### src/rtl/mem_port_arbiter.sv
// Arbitrates one single-port memory between fetch (I) and data (D), one transaction at a time.
// Min latency 2 cycles req->done; losers hold their level request until their own done pulse.
module mem_port_arbiter #(
    parameter int STARVE_MAX = 4,
    parameter int TIMEOUT    = 64
) (
    input  logic        clk,
    input  logic        reset,
    input  logic        i_req,
    input  logic [31:0] i_addr,
    output logic        i_done,
    output logic [31:0] i_rdata,
    output logic        i_err,
    input  logic        d_req,
    input  logic        d_we,
    input  logic [31:0] d_addr,
    input  logic [3:0]  d_byteen,
    input  logic [31:0] d_wdata,
    output logic        d_done,
    output logic [31:0] d_rdata,
    output logic        d_err,
    output logic        mem_req,
    output logic        mem_we,
    output logic [31:0] mem_addr,
    output logic [3:0]  mem_byteen,
    output logic [31:0] mem_wdata,
    input  logic        mem_ready,
    input  logic [31:0] mem_rdata,
    output logic        busy
);
    localparam logic [1:0] ST_IDLE   = 2'd0;
    localparam logic [1:0] ST_I_BUSY = 2'd1;
    localparam logic [1:0] ST_D_BUSY = 2'd2;

    localparam int SC_W = $clog2(STARVE_MAX + 1);
    localparam int TW   = $clog2(TIMEOUT + 1);
    localparam logic [SC_W-1:0] STARVE_LIM = SC_W'(STARVE_MAX);
    localparam logic [TW-1:0]   TMO_LAST   = TW'(TIMEOUT - 1);

    logic [1:0]      state;
    logic [SC_W-1:0] starve_cnt;
    logic [TW-1:0]   tmo_cnt;
    logic [31:0]     addr_q;
    logic [31:0]     wdata_q;
    logic [3:0]      byteen_q;
    logic            we_q;
    logic            grant_d;
    logic            grant_i;
    logic            is_d;

    // D wins unless I has already watched STARVE_MAX consecutive D grants go by.
    always_comb begin
        grant_d = 1'b0;
        grant_i = 1'b0;
        if (state == ST_IDLE) begin
            if (d_req && (!i_req || (starve_cnt < STARVE_LIM))) begin
                grant_d = 1'b1;
            end else if (i_req) begin
                grant_i = 1'b1;
            end
        end
    end

    assign busy       = (state != ST_IDLE);
    assign is_d       = (state == ST_D_BUSY);
    assign mem_req    = busy;
    assign mem_we     = we_q & busy;
    assign mem_addr   = addr_q;
    assign mem_byteen = byteen_q;
    assign mem_wdata  = wdata_q;

    always_ff @(posedge clk or negedge reset) begin
        if (!reset) begin
            state      <= ST_IDLE;
            starve_cnt <= '0;
            tmo_cnt    <= '0;
            addr_q     <= '0;
            wdata_q    <= '0;
            byteen_q   <= '0;
            we_q       <= 1'b0;
            i_done     <= 1'b0;
            i_err      <= 1'b0;
            i_rdata    <= '0;
            d_done     <= 1'b0;
            d_err      <= 1'b0;
            d_rdata    <= '0;
        end else begin
            i_done <= 1'b0;
            i_err  <= 1'b0;
            d_done <= 1'b0;
            d_err  <= 1'b0;
            case (state)
                ST_IDLE: begin
                    if (grant_d) begin
                        state      <= ST_D_BUSY;
                        addr_q     <= d_addr;
                        we_q       <= d_we;
                        byteen_q   <= d_we ? d_byteen : 4'b0000;
                        wdata_q    <= d_wdata;
                        tmo_cnt    <= '0;
                        starve_cnt <= i_req ? starve_cnt + SC_W'(1) : '0;
                    end else if (grant_i) begin
                        state      <= ST_I_BUSY;
                        addr_q     <= i_addr;
                        we_q       <= 1'b0;
                        byteen_q   <= 4'b0000;
                        wdata_q    <= '0;
                        tmo_cnt    <= '0;
                        starve_cnt <= '0;
                    end
                end
                ST_I_BUSY, ST_D_BUSY: begin
                    if (mem_ready) begin
                        if (is_d) begin
                            d_done <= 1'b1;
                            if (!we_q) begin
                                d_rdata <= mem_rdata;
                            end
                        end else begin
                            i_done  <= 1'b1;
                            i_rdata <= mem_rdata;
                        end
                        state <= ST_IDLE;
                    end else if (tmo_cnt == TMO_LAST) begin
                        // Abort: report the error but keep the previous rdata.
                        if (is_d) begin
                            d_done <= 1'b1;
                            d_err  <= 1'b1;
                        end else begin
                            i_done <= 1'b1;
                            i_err  <= 1'b1;
                        end
                        state <= ST_IDLE;
                    end else begin
                        tmo_cnt <= tmo_cnt + TW'(1);
                    end
                end
                default: state <= ST_IDLE;
            endcase
        end
    end
endmodule

### config.mk
export PLATFORM = sky130hd
export DESIGN_NAME = mem_port_arbiter
export DESIGN_NICKNAME = d
export VERILOG_FILES = /design/src/rtl/mem_port_arbiter.sv
export SDC_FILE = /design/constraint.sdc
export NUM_CORES = 1
export LEC_CHECK = 0
export ABC_AREA = 1
export CORE_ASPECT_RATIO = 1.25
export CORE_MARGIN = 1
export CORE_UTILIZATION = 25
export DETAILED_ROUTE_END_ITERATION = 8
export HOLD_SLACK_MARGIN = 0.1
export PLACE_DENSITY_LB_ADDON = 0.25
export SLEW_MARGIN = 40
export SYNTH_ARGS = -nofsm -noshare
export SYNTH_HDL_FRONTEND = slang
export SYNTH_SLANG_ARGS = --single-unit
### constraint.sdc
create_clock -name clk -period 1.35 [get_ports clk]
set_input_delay 0.3375 -clock clk [delete_from_list [all_inputs] [get_ports clk]]
set_output_delay 0.3375 -clock clk [all_outputs]
set_load 0.02 [all_outputs]
==> summary.txt <==
Run status: complete, but fails checks
Failing checks: negative setup slack
Clock root cell: clkbuf_16
Pleak: 5.88 nW
Final WL: 23700 um
Die Ht: 182 um
Number of warnings issued by yosys: 0
Post-layout minimum cycle time: 1600 ps
Worst Setup Start Kind: flip-flop
CTS sink count: 149
Num CTS Buffers: 17
Worst Hold Class: input pin to asynchronous set/reset pin
Synth cell types: 28
Most frequent cell on the critical path: buf_12
# rows: 65
Count of final hold-check violations: 0
RePlAce Congestion: 0.782
Final Setup Violations: 141
Setup Skew: 8.16 ps
First-pass GRT wire length: 34900 um
Final worst-path cycle share: 118%
Placed Area: 9910 sq um
Worst slew margin: 73.4%
Pin count of the biggest net entering global routing: 35
Iteration-0 DRC Markers: 160
Design area: 11800 sq um
Drt first pass iters: 4
CTS H-Tree Depth: 4
Worst-path clk slew: 70 ps
Crit-path max FO: 8
Die Area: 26700 sq um
Vias in the first global route: 6181
Min Hold Slack: 391 ps
Ranking of synthesized cells by area: dfrtp_1, o21ai_0, nand2_1
CTS tree: built
Remaining antenna violation count: 0
Gr usage total: 17.0%
Fin cells: 1462
Buf+Inv Stages, Crit Path: 6
IO Port Bufs: 276
Area grow syn2layout: 81.6%
DR vias: 6229
Wire length per cell: 16.2 um
HPWL after DPL: 13100 um
Critical Path, Cell by Cell: inv_2 > ha_4 > inv_4 > buf_6 > a21oi_4 > buf_12 > buf_12 > clkbuf_16 > o21ai_1
Worst Setup End Kind: flip-flop
GRT overflow: 0
DRC Markers: 0
Top-Level Pins: 277
CORE AREA: 25400 sq um
Crit path required time: 1650 ps
Clock latency at the later pin of the worst-skew pair: 420 ps
Max-cap viol count: 0
Number of antenna diodes: 0
Maximum clock frequency: 626 MHz
Ratio of cells with drive above 1 in the final layout: 40.6%
Die Wd: 146 um
Multi-input combinational cell area: 2500 sq um
Fill cells: 2462
Initial Util: 25.7%
Post-Syn Instances: 738
P per Cell Area: 2400 nW/um^2
Syn Nets: 881
Fin nets: 1257
RSZ-0062 raised after global routing: true
Largest buffer count on any clock path: 2
Critical path arrival: 1900 ps
Reg area: 3730 sq um
Post-synth top area share: 57.3%
Initial antenna violation count: 0
Netlist Area Pre-Place: 6510 sq um
Worst slew pin tran: 398 ps
Peak VDD IR: 1140 uV
Slew Viols, Final: 0
Register area share after synthesis: 57.3%
Fin worst setup slack: -248 ps
Vias per cell: 4.26
Area leader, netlist: dfrtp_1
Worst path slowest cell: dfrtp_1
Delay-heaviest family, CP: buffers and inverters
Placed Cells: 1356
Synth Register Bits: 149
CP max stage delay: 390 ps
Setup CP Type: flip-flop to flip-flop
Syn_area_per_cell: 8.82 sq um
[power breakdown]
part / internal [mW] / switching (mW)
sequential: 6.44 / 1.10
combinational: 7.66 / 8.48
clock: 2.48 / 2.25
[synthesized netlist by cell type, drive strengths merged]
cell type / count
nand2: 160
a21oi: 1
ha: 5
clkbuf: 19
or2: 33
o21ai: 144
o22ai: 1
inv: 149
nand3: 48
nor2: 7
a21boi: 1
buf: 16
nand4: 2
nor3: 2
dfrtp: 149
o21bai: 1
[cells in the final DEF, fill, tap and decap left out, types with 3 or more instances in the layout]
master and n:
dfrtp_1 149, inv_1 141, clkdlybuf4s50_1 136, nand2_1 133, buf_2 87, o21ai_2 73
buf_4 67, buf_6 56, o21ai_1 46, or2_2 29, nand3_1 26, clkbuf_16 25
nand2_2 24, o21ai_0 24, nand3_2 20, buf_16 17, buf_12 14, inv_8 6
inv_2 5, nor2_1 4, nand2_4 4, or2_1 4, nor2_4 3, ha_4 3
clkinvlp_4 3, clkinv_8 3, bufbuf_16 3
[kinds of logic (layout without fill, tap and decap cells)]
family / count (synthesis) / after routing / share of synthesized area [%]
flip-flops: 149 / 149 / 57.3
buffers and inverters: 184 / 572 / 12.3
AO/OA/AOI/OAI: 148 / 148 / 12.2
AND/OR/NAND/NOR: 252 / 253 / 17.2
adder cells (fa/ha/maj): 5 / 5 / 0.961
[layout make-up]
class	instances	share of cell area, %
Clock inverter	15	1.38
Clock buffer	17	3.60
Timing Repair Buffer	391	34.0
Sequential cell	149	31.5
Inverter	149	4.84
Tap cell	335	3.55
Multi-Input combinational cell	406	21.1
[metrics by stage]
step	util (%)	setup TNS (ps)	worst slack, ps	power (mW)
after floorplan	-	-1250	-42.6	13.7
after global placement	39.1	-43140	-432	19.4
after detailed placement	39.1	-45890	-473	19.5
after CTS	42.9	-21160	-248	26.0
after global routing	46.6	-33700	-295	30.1
final	46.6	-22740	-248	28.4
[metal layers]
metal / wire, um / global-route usage, % / up-vias
met4: 369 / 5.00 / 0
li1: - / - / 3037
met3: 1280 / 4.23 / 19
met1: 9700 / 20.5 / 2998
met5: 0 / 0 / -
met2: 12300 / 29.8 / 175
[state kept, by name, summed over array words and instances, names as in the netlist, 2 cells and up]
name / flops
d_rdata: 32
mem_addr: 32
state: 2
starve_cnt: 3
mem_byteen: 4
mem_wdata: 32
i_rdata: 32
tmo_cnt: 7
[worst paths after layout]
kind                                  start       endpoint  slack (ps)  cells after the start
worst max-delay path               state[0]  mem_wdata[17]        -250                      9
worst min-delay path                  reset  mem_wdata[24]         390                      2
worst max register to register     state[0]  mem_wdata[17]        -250                      9
worst min register to register  d_rdata[30]    d_rdata[30]         480                      2
max in group asynchronous             reset   mem_wdata[9]         430                      3
min in group clk                d_wdata[27]  mem_wdata[27]         460                      3
[worst register-to-register path, cell delays in order, from the launching register on]
cell and delay, ps:
dfrtp_1 390, inv_2 80, ha_4 170, inv_4 50, buf_6 120, a21oi_4 150, buf_12 160, buf_12 140
clkbuf_16 170, o21ai_1 60
[repair_timing]
action,4_1_cts,5_1_grt
endpoints found under the hold margin,24,0
pin swaps,9,10
buffers inserted,18,30
hold buffers,1,0
resized for setup,733,183
cloned,20,11
endpoints found under the setup margin,261,207
Note: power is estimated with default switching activity, not from simulation.
